==> config.mk <==
export PLATFORM = sky130hd
export DESIGN_NAME = inst_fetch_unit
export DESIGN_NICKNAME = d
export VERILOG_FILES = /design/src/rtl/inst_fetch_unit.sv
export SDC_FILE = /design/constraint.sdc
export NUM_CORES = 1
export LEC_CHECK = 0
export ABC_AREA = 1
export CAP_MARGIN = 20
export CORE_ASPECT_RATIO = 0.9
export CORE_UTILIZATION = 52
export CTS_CLUSTER_DIAMETER = 30
export DETAILED_ROUTE_END_ITERATION = 16
export MAX_ROUTING_LAYER = met4
export PLACE_DENSITY = 0.77
export RECOVER_POWER = 25
export SYNTH_ARGS = -nofsm -noshare
export SYNTH_HDL_FRONTEND = slang
export SYNTH_SLANG_ARGS = --single-unit
export TNS_END_PERCENT = 20
==> constraint.sdc <==
create_clock -name clk -period 3.5 [get_ports clk]
set_input_delay 0.7 -clock clk [delete_from_list [all_inputs] [get_ports clk]]
set_output_delay 0.7 -clock clk [all_outputs]
set_load 0.02 [all_outputs]
==> src/rtl/inst_fetch_unit.sv <==
// Instruction fetch front end: owns the fetch PC, issues in-order imem requests and buffers words for decode.
// Optional IFU_BYPASS_EN: forwards a response straight to decode when the prefetch FIFO is empty.
module inst_fetch_unit #(
    parameter int unsigned           ADDR_W   = 32,
    parameter int unsigned           DATA_W   = 32,
    parameter int unsigned           DEPTH    = 4,
    parameter logic [ADDR_W-1:0]     RESET_PC = '0
) (
    input  logic              clk,
    input  logic              rst_n,
    output logic              imem_req,
    output logic [ADDR_W-1:0] imem_addr,
    input  logic              imem_gnt,
    input  logic              imem_rvalid,
    input  logic [DATA_W-1:0] imem_rdata,
    input  logic              redirect,
    input  logic [ADDR_W-1:0] redirect_pc,
    output logic              inst_valid,
    output logic [DATA_W-1:0] inst,
    output logic [ADDR_W-1:0] inst_pc,
    input  logic              inst_ready
);

    localparam int unsigned PTR_W = (DEPTH > 1) ? $clog2(DEPTH) : 1;
    localparam int unsigned CNT_W = PTR_W + 1;

    typedef enum logic [1:0] {BOOT, RUN, DRAIN} state_t;

    typedef struct packed {
        logic [DATA_W-1:0] data;
        logic [ADDR_W-1:0] pc;
    } entry_t;

    state_t            state, state_nxt;
    logic [ADDR_W-1:0] pc, rsp_pc;
    logic [CNT_W-1:0]  outstanding, drop, wr_ptr, rd_ptr, occupancy, drop_redir;
    logic [CNT_W:0]    credit_used;
    logic [PTR_W-1:0]  wr_idx, rd_idx;
    entry_t            mem [DEPTH];
    logic              empty, grant, keep, push, pop;

    assign occupancy   = wr_ptr - rd_ptr;
    assign empty       = (occupancy == '0);
    assign wr_idx      = wr_ptr[PTR_W-1:0];
    assign rd_idx      = rd_ptr[PTR_W-1:0];
    assign credit_used = {1'b0, occupancy} + {1'b0, outstanding};
    // a response landing in the redirect cycle is already retired from the drop count
    assign drop_redir  = outstanding - CNT_W'(imem_rvalid);

    assign imem_req  = (state != BOOT) && !redirect && (credit_used < (CNT_W+1)'(DEPTH));
    assign imem_addr = pc;
    assign grant     = imem_req && imem_gnt;
    assign keep      = imem_rvalid && (drop == '0) && !redirect;
    assign pop       = !empty && inst_ready && !redirect;

`ifdef IFU_BYPASS_EN
    logic bypass;
    assign bypass     = keep && empty;
    assign push       = keep && !(bypass && inst_ready);
    assign inst_valid = !empty || bypass;
    assign inst       = bypass ? imem_rdata : mem[rd_idx].data;
    assign inst_pc    = bypass ? rsp_pc     : mem[rd_idx].pc;
`else
    assign push       = keep;
    assign inst_valid = !empty;
    assign inst       = mem[rd_idx].data;
    assign inst_pc    = mem[rd_idx].pc;
`endif

    // state register
    always_ff @(posedge clk or negedge rst_n) begin
        if (!rst_n) begin
            state <= BOOT;
        end else begin
            state <= state_nxt;
        end
    end

    // next-state: redirects re-evaluate drain need, DRAIN exits when the last stale word lands
    always_comb begin
        state_nxt = state;
        case (state)
            BOOT: state_nxt = RUN;
            RUN, DRAIN: begin
                if (redirect) begin
                    state_nxt = (drop_redir != '0) ? DRAIN : RUN;
                end else if ((state == DRAIN) && imem_rvalid && (drop == CNT_W'(1))) begin
                    state_nxt = RUN;
                end
            end
            default: state_nxt = BOOT;
        endcase
    end

    // fetch PC, credit counters and prefetch FIFO
    always_ff @(posedge clk or negedge rst_n) begin
        if (!rst_n) begin
            pc          <= RESET_PC;
            rsp_pc      <= RESET_PC;
            outstanding <= '0;
            drop        <= '0;
            wr_ptr      <= '0;
            rd_ptr      <= '0;
            for (int i = 0; i < int'(DEPTH); i++) begin
                mem[i] <= '0;
            end
        end else if (redirect) begin
            pc          <= redirect_pc;
            rsp_pc      <= redirect_pc;
            outstanding <= drop_redir;
            drop        <= drop_redir;
            rd_ptr      <= wr_ptr;
        end else begin
            if (grant) begin
                pc <= pc + ADDR_W'(1);
            end
            if (grant && !imem_rvalid) begin
                outstanding <= outstanding + CNT_W'(1);
            end else if (!grant && imem_rvalid) begin
                outstanding <= outstanding - CNT_W'(1);
            end
            if (imem_rvalid && (drop != '0)) begin
                drop <= drop - CNT_W'(1);
            end
            if (keep) begin
                rsp_pc <= rsp_pc + ADDR_W'(1);
            end
            if (push) begin
                mem[wr_idx] <= '{data: imem_rdata, pc: rsp_pc};
                wr_ptr      <= wr_ptr + CNT_W'(1);
            end
            if (pop) begin
                rd_ptr <= rd_ptr + CNT_W'(1);
            end
        end
    end

endmodule

; Yosys cells after proc, flatten, opt, wreduce, memory -nomap -nowiden
; Index checks and enable logic that the tools add are counted.
[totals]
register_bits = 334
word_cells = 87
input_bits = 70
output_inout_bits = 98
[classes]
bitwise_logic = 3
n_eq_ne = 4
n_reduce_logical = 30
n_lt_le_gt_ge = 4
mux = 21
addsub = 10
[op_table]
columns = op, n
row1 = 256-bit bitwise mux, 1
row2 = 64-bit two-way mux, 3
row3 = 64-bit binary-select mux with 2-bit select, 1
row4 = 64-bit demux with 2-bit select, 1
row5 = 32-bit two-way mux, 4
row6 = "32-bit by 1-bit adder with 32-bit output, second input constant", 2
row7 = 3-bit two-way mux, 7
row8 = 1-bit logical AND, 13
row9 = 2-bit nonzero test, 5
row10 = "3-bit by 1-bit adder with 3-bit output, second input constant", 3
row11 = 3-bit nonzero test, 3
row12 = "3-bit greater-or-equal comparator, second input constant", 2
row13 = 3-bit logical NOT, 2
row14 = 2-bit two-way mux, 3
row15 = 2-bit NOT with 3-bit output, 2
row16 = "3-bit by 1-bit subtractor with 3-bit output, second input constant", 2
row17 = 3-bit by 3-bit adder with 4-bit output, 1
row18 = 1-bit logical NOT, 4
row19 = "4-bit by 3-bit < comparator with 1-bit output, second input constant", 1
row20 = 2-bit case mux with 2 select lines, 1
row21 = "3-bit by 1-bit == test with 1-bit output, second input constant", 1
row22 = "3-bit by 1-bit < comparator with 1-bit output, second input constant", 1
row23 = "3-bit inequality test, second input constant", 1
row24 = 3-bit by 1-bit subtractor with 3-bit output, 1
row25 = 7 further kinds, 7

; Depth between registers and ports, before layout
; Gate-level depths: netlist (run 1).
[depth]
word_depth = 10
mapped_depth = 20
ltp_nobuf = 20

; Least setup slack after synthesis (run 1)
; No wires, ideal clock.
[synth_timing]
path_kind = reg-to-reg
start = register rd_ptr[1]
end = register outstanding[2]
stages_incl_launch_ff = 20
t_arrival_ps = 3273
synth_period_minus_slack_ps = 3390
n_path_buf = 2
setup_slack_ps = 110
setup_time_ps = 117
t_required_ps = 3383
cell_sequence = dfrtp_1 inv_1 clkbuf_1 clkbuf_1 fa_1 xor2_1 xor2_1 inv_1 ha_1 nor2_1 inv_1 nor2_1 nand4_1 fa_1 xnor2_1 nand4_1 nand2_1 nor2_1 nor2_1 nor2_1
[synth_via]
elab_chain_cells = 8
elab_cells_between_ends = 11
cone_classes = add/sub (2) / order compare (1) / mux (2) / reduce/logical (6)
[synth_lines]
columns = item, line_no
row1 = start: declaration, 36  ; logic [CNT_W-1:0] outstanding, drop, wr_ptr, rd_ptr, occupancy, drop_redir;
row2 = start signal: assignment, 112  ; rd_ptr <= wr_ptr;
row3 = start signal: assignment, 133  ; rd_ptr <= rd_ptr + CNT_W'(1);
row4 = 3-bit subtractor *, 42  ; assign occupancy = wr_ptr - rd_ptr;
row5 = 3-bit by 3-bit adder with 4-bit output *, 46  ; assign credit_used = {1'b0, occupancy} + {1'b0, outstanding};
row6 = 4-bit by 3-bit < comparator with 1-bit output *, 50  ; assign imem_req = (state != BOOT) && !redirect && (credit_used < (CNT_W+1)'(DEPTH));
row7 = 1-bit logical AND *, 50
row8 = 1-bit logical AND *, 52  ; assign grant = imem_req && imem_gnt;
row9 = 1-bit logical AND / 1-bit logical NOT (equally long branches), "117, 119"
row10 = 3-bit two-way mux / 1-bit logical AND (equally long branches), "117, 119"
row11 = 3-bit two-way mux / 3-bit nonzero test (equally long branches), --
row12 = end signal: assignment, 110  ; outstanding <= drop_redir;
row13 = end signal: assignment, 118  ; outstanding <= outstanding + CNT_W'(1);
row14 = end signal: assignment, 120  ; outstanding <= outstanding - CNT_W'(1);
row15 = end: declaration, 36
; Every way passes the cells marked *; elsewhere a longest branch is shown, timed or not.
; A chain may end at the register's enable or synchronous reset.

; Worst setup path in the final report (run 1)
[layout_timing]
start = register rd_ptr[0]
end = output port inst_pc[5]
[layout_via]
elab_chain_cells = 4
[layout_lines]
columns = item, line_no
row1 = 2-bit NOT with 3-bit output (not written as such), 67  ; assign inst_pc = mem[rd_idx].pc;
row2 = 64-bit binary-select mux with 2-bit select, 67
row3 = 64-bit two-way mux (not written as such) (2 in a row), 67
row4 = end: declaration, 20  ; output logic [ADDR_W-1:0] inst_pc,
; Every way passes these cells. The select of a mux whose other input is x is not followed.

==> results.json, run 1 <==
{
  "yosys_warnings": 0,
  "n_antenna_cell": 0,
  "critPathRequiredTime_ps": 2800,
  "async_flop_share_pct": 100.0,
  "gp_congestion": 0.9429,
  "clkTransAtPathRegs_ps": 50,
  "whs_ps": 193.3,
  "die_area_sq_um": 33970,
  "grt_start_max_net_pins": 109,
  "yosys-top-cells-area": "dfrtp_1, nand2_1, o21ai_2",
  "cts_buffer_depth": 3,
  "gr-total-overflow": 0,
  "drtAntennaViolNets": 0,
  "ioPinCount": 168,
  "ctsHoldBuffers": 0,
  "finalHoldViolCount": 0,
  "finalNetCount": 2339,
  "timing.fmax_ghz": 0.2893,
  "synth_top_flop_cell": "dfrtp_1",
  "drtPass1Iterations": 6,
  "rsz0062_at_grt": "true",
  "synth_area_sq_um": 17280,
  "totalPowerFinal_mw": 21.60,
  "grt_pass1_wl_mm": 78.92,
  "cts_tree": "yes",
  "die_w_um": 194.2,
  "fillers": 2595,
  "wl_per_cell_um": 17.63,
  "cp_max_fo": 76,
  "cts_num_sinks": 334,
  "root_buffer": "clkbuf_16",
  "ys_seq_elements": 334,
  "numPortBuffers": 167,
  "reg2reg_from": "wr_ptr[0]",
  "slew_violations": 75,
  "yosysUniqueCellTypes": 38,
  "worstReg2RegEnd": "outstanding[2]",
  "slew_headroom_pct": -42.12,
  "setup_viol": 0,
  "finalWorstSetupSlack_ps": 42.84,
  "final_cell_mix": "nand2_1, dfrtp_1, nor2_1",
  "synth_edf_count": 0,
  "violations": "max-capacitance violations, max-slew violations",
  "reg2reg_slack_ps": 220,
  "syn_inst": 2088,
  "clk_latency_ps": 560,
  "antenna_found_initial": 0,
  "ys_seq_area_share_pct": 48.37,
  "cp-end-kind": "output pin",
  "syn_avg_cell_area_sq_um": 8.276,
  "syn-num-nets": 2178,
  "via_count": 15348,
  "hp-class": "in2async",
  "viasPerCell": 5.639,
  "drive_gt1_share_pct": 13.83,
  "finClkSkew_ps": 16.49,
  "arrival_ps": 2760,
  "critPathLaunchType": "register",
  "fin_crit_sh_pct": 98.78,
  "core_sq_um": 32270,
  "crit_type": "reg2out",
  "wl_mm": 47.99,
  "row_count": 62,
  "track_usage_pct": 29.80,
  "cts-htree-levels": 3,
  "numCtsBuffers": 72,
  "worst-slew-pin-transition_ps": 2132,
  "r2r_cells": 19,
  "grt_pass1_vias": 15071,
  "yosysTopAreaCellShare_pct": 48.37,
  "power_density_nw_per_um2": 1003,
  "drc": 0,
  "die-height_um": 174.9,
  "fin_crit_ps": 3457,
  "ir_drop_mv": 0.5953,
  "drv_cap": 2,
  "first_iter_violations": 1420,
  "area_growth_pct": 24.58,
  "fin_setup_tns_ps": 0,
  "synth_largest_area_cell": "dfrtp_1",
  "start_util_pct": 53.55,
  "power.leakage_nw": 9.906,
  "pre_cts_slack_ps": -33.43,
  "dp_hpwl_mm": 30.18,
  "final_common_cell": "nand2_1",
  "status": "finished, violations left"
}
layer usage:
metal,vias up,global-route usage (%),wire [um]
li1,7266,-,-
met1,7437,41.56,21920
met2,565,44.59,21760
met3,80,5.327,3411
met4,0,8.631,907
met5,-,-,0
critical path, cell delays in order, from the launching register on:
cell	delay, ps
dfrtp_4	490
buf_12	220
clkinv_2	150
buf_12	250
o21ai_0	140
o22ai_1	190
clkdlybuf4s50_1	680
sequential cells by signal, summed over array words and instances, names as in the netlist:
| signal | cells |
|---|---|
| imem_addr | 32 |
| rd_ptr | 3 |
| outstanding | 3 |
| wr_ptr | 3 |
| drop | 3 |
| rsp_pc | 32 |
| mem | 256 |
| state | 2 |
layout make-up:
cell class / count / area (sq um) / area share (%)
clock buffer: 97 / 2091 / 9.712
clock inverter: 34 / 425.4 / 1.976
inverter: 135 / 513.0 / 2.383
multi-input combinational: 1504 / 7591 / 35.26
sequential: 334 / 8363 / 38.85
tap: 416 / 520.5 / 2.418
timing repair buffer: 202 / 2024 / 9.404
metrics by stage:
step / utilization, % / cells / area (sq um)
floorplan: - / 2088 / 17280
finish: 66.71 / 2722 / 21530
CTS: 66.73 / 2722 / 21540
detailed placement: 58.78 / 2590 / 18970
global placement: 58.78 / 2590 / 18970
global route: 66.71 / 2722 / 21530
synthesized netlist by cell type (2+ instances only):
cell      number
nand2_1      561
dfrtp_1      334
nor2_1       242
o21ai_0      168
inv_1        131
o21ai_1      126
o21ai_2      126
nand3_1       78
o22ai_1       66
buf_6         55
clkbuf_1      45
a21oi_1       18
ha_1          18
o211ai_1      17
xor2_1        16
buf_2         14
nand4_1       11
nor3_1         8
nand2_4        5
nand3b_1       5
xnor2_1        5
nand2_2        4
o221ai_1       4
or2_2          4
a22oi_1        3
inv_2          3
nor2_4         3
o21bai_1       3
a31oi_1        2
fa_1           2
nand3_2        2
nand3_4        2
nor2_2         2
where the power goes:
group          internal, mW  leakage, nW  switching (mW)
clock network          4.77         1.23            2.15
registers              5.26         4.30           0.977
logic                  3.45         4.38            4.99
repair_timing:
item / in CTS / in global routing
pin swaps: 4 / 3
setup buffers: 1 / 0
setup endpoints to repair: 65 / 26
gates resized for setup: 18 / 12
how the worst max path moves through the flow:
| stage | from | end | cells past startpoint |
|---|---|---|---|
| after floorplan | rd_ptr[1] | outstanding[2] | 19 |
| after global placement | wr_ptr[0] | imem_req | 12 |
| after detailed placement | wr_ptr[0] | imem_req | 12 |
| after CTS | wr_ptr[0] | imem_req | 12 |
| after global routing | wr_ptr[0] | imem_req | 12 |
| final | rd_ptr[0] | inst_pc[5] | 6 |
logic make-up (layout without fill, tap and decap cells):
| family | Yosys count | count (layout) | synth area share (%) |
|---|---|---|---|
| xor gates and xnor gates | 21 | 21 | 1.064 |
| DFF | 334 | 334 | 48.37 |
| adders and majority gates | 20 | 20 | 1.535 |
| AOI/OAI and AO/OA | 534 | 534 | 19.14 |
| and+or+nand+nor | 929 | 929 | 21.92 |
| buffers and inverters | 250 | 468 | 7.972 |
Note: power is estimated with default switching activity, not from simulation.
==> run 2, diff against run 1 <==
CORE_UTILIZATION = 50   (was 52)
PLACE_DENSITY = 0.74   (was 0.77)
==> run 2 against run 1 <==
  * The flow finishes with violations (max-capacitance violations, max-slew violations, negative setup slack)
  * Clock power rose by 4.0%
  * Worst hold slack improved by 280 ps
  * Routed wire length fell by 0.52%
  * Fmax fell by 1.3%
  * First-iteration DRC count fell by 11%
  * Non-clock buffer count fell by 2
  * Largest cell class unchanged
==> results.json, run 2 (synthesis gave the netlist of run 1 again) <==
{
  "status": "finished, violations left",
  "violations": "max-capacitance violations, max-slew violations, negative setup slack",
  "placedCellCount": 2634,
  "drive_gt1_share_pct": 14.09,
  "use_met3_pct": 4.784,
  "crit_type": "reg2out",
  "start_util_pct": 50.78,
  "critPathLaunchType": "register",
  "drtAntennaViolNets": 0,
  "whs_ps": 472.3,
  "top_register": "mem",
  "cts_num_sinks": 334,
  "fillers": 2870,
  "viasPerCell": 5.467,
  "cpPeakStageDelay_ps": 390,
  "core_sq_um": 34030,
  "met2_usage_pct": 43.81,
  "cts_tree": "yes",
  "pre_cts_slack_ps": 14.36,
  "fin_crit_ps": 3503,
  "numPortBuffers": 167,
  "finalHoldViolCount": 0,
  "die_area_sq_um": 35310,
  "ir_drop_mv": 0.4560,
  "slew_violations": 92,
  "antenna_found_initial": 0,
  "wl_per_cell_um": 17.20,
  "grt_pass1_wl_mm": 78.04,
  "drv_cap": 1,
  "ioPinCount": 168,
  "critPathRequiredTime_ps": 2800,
  "clkTransAtPathRegs_ps": 50,
  "layout.cells.non_filler": 2776,
  "die_w_um": 198.0,
  "row_count": 64,
  "cts_buffer_depth": 3,
  "fin_crit_sh_pct": 100.1,
  "multi_input_area_sq_um": 7581,
  "drtPass1Iterations": 5,
  "arrival_ps": 2800,
  "clk_latency_ps": 570,
  "largest_reg_flops": 256,
  "cts-htree-levels": 3,
  "drc": 0,
  "gr-total-overflow": 0,
  "gp_congestion": 0.9587,
  "grt_pass1_vias": 15000,
  "worst-slew-pin-transition_ps": 2376,
  "die-height_um": 178.4,
  "setup_viol": 1,
  "finClkSkew_ps": 22.11,
  "totalPowerFinal_mw": 21.86,
  "cp_max_fo": 2,
  "finalWorstSetupSlack_ps": -2.875,
  "wl_mm": 47.74,
  "met1_usage_pct": 39.78,
  "rsz0062_at_grt": "true",
  "timing.fmax_ghz": 0.2855,
  "top_usage_layer": "met2",
  "area_growth_pct": 25.52,
  "root_buffer": "clkbuf_16",
  "grt_start_max_net_pins": 129,
  "final_cell_mix": "nand2_1, dfrtp_1, nor2_1",
  "cp_cell_sequence": "inv_2, ha_1, inv_1, fa_1, xor2_1, xor2_1, inv_1, ha_4, nor2_4, nand2_2, nor2_4, buf_6",
  "cpMaxStageDelayCell": "dfrtp_1",
  "power_density_nw_per_um2": 1008,
  "slew_headroom_pct": -58.41,
  "cp-end-kind": "output pin",
  "register_area_sq_um": 8363,
  "final_common_cell": "nand2_1",
  "dp_hpwl_mm": 29.86,
  "via_count": 15177,
  "first_iter_violations": 1263,
  "ctsHoldBuffers": 0,
  "hp-class": "reg2reg",
  "track_usage_pct": 28.92,
  "finalNetCount": 2341,
  "power.leakage_nw": 9.911,
  "numCtsBuffers": 76
}
[run 2: timing repair]
action,CTS,global route
cloned,0,0
endpoints found under the setup margin,44,9
pin swaps,1,2
gates resized for setup,14,8
buffers inserted,0,1
[run 2: layout make-up]
class	instances	share of cell area, %
flip-flops and latches	334	38.56
multi-input cells	1504	34.95
clock buffers	100	9.928
repair buffers	200	9.259
well taps	462	2.665
inverters	135	2.365
clock inverters	40	2.261
diodes	1	0.01154
[run 2: report_power, final]
group / internal [mW] / switching [mW] / leakage [nW]
logic: 3.44 / 5.01 / 4.34
registers: 5.26 / 0.949 / 4.30
clock network: 4.97 / 2.23 / 1.28
total: 13.7 / 8.19 / 9.91
[run 2: worst paths after layout]
path / depth (start not counted) / from / slack [ps] / to
setup / recovery: 12 / wr_ptr[0] / -3 / imem_req
hold / removal: 2 / mem[117] / 470 / mem[117]
setup reg to reg: 19 / wr_ptr[0] / 180 / outstanding[2]
hold reg to reg: 2 / mem[117] / 470 / mem[117]
max in group asynchronous: 2 / rst_n / 610 / rd_ptr[0]
min in group asynchronous: 1 / rst_n / 840 / mem[19]
[run 2: stage by stage]
step	cell area [sq um]	utilization, %	setup TNS [ps]
finish	21690	63.73	-2.875
floorplan	17280	-	0
detailed placement	19020	55.90	0
global placement	19020	55.90	-10.76
CTS	21700	63.75	-39.14
global route	21690	63.72	-294.0
[run 2: worst max-delay path: cells and delay by family, from the launching register on]
| kind | cells | cell delay [ps] |
|---|---|---|
| xor gates and xnor gates | 2 | 380 |
| adders and majority gates | 3 | 750 |
| buffers and inverters | 4 | 360 |
| DFF | 1 | 390 |
| and+or+nand+nor | 3 | 340 |
[run 2: layer usage]
layer / routed length (um) / part of all wire [%] / up-vias
met1: 21760 / 46 / 7268
met4: 1020 / 2.1 / 0
met3: 3212 / 6.7 / 88
met5: 0 / 0 / -
met2: 21750 / 46 / 551
li1: - / - / 7270
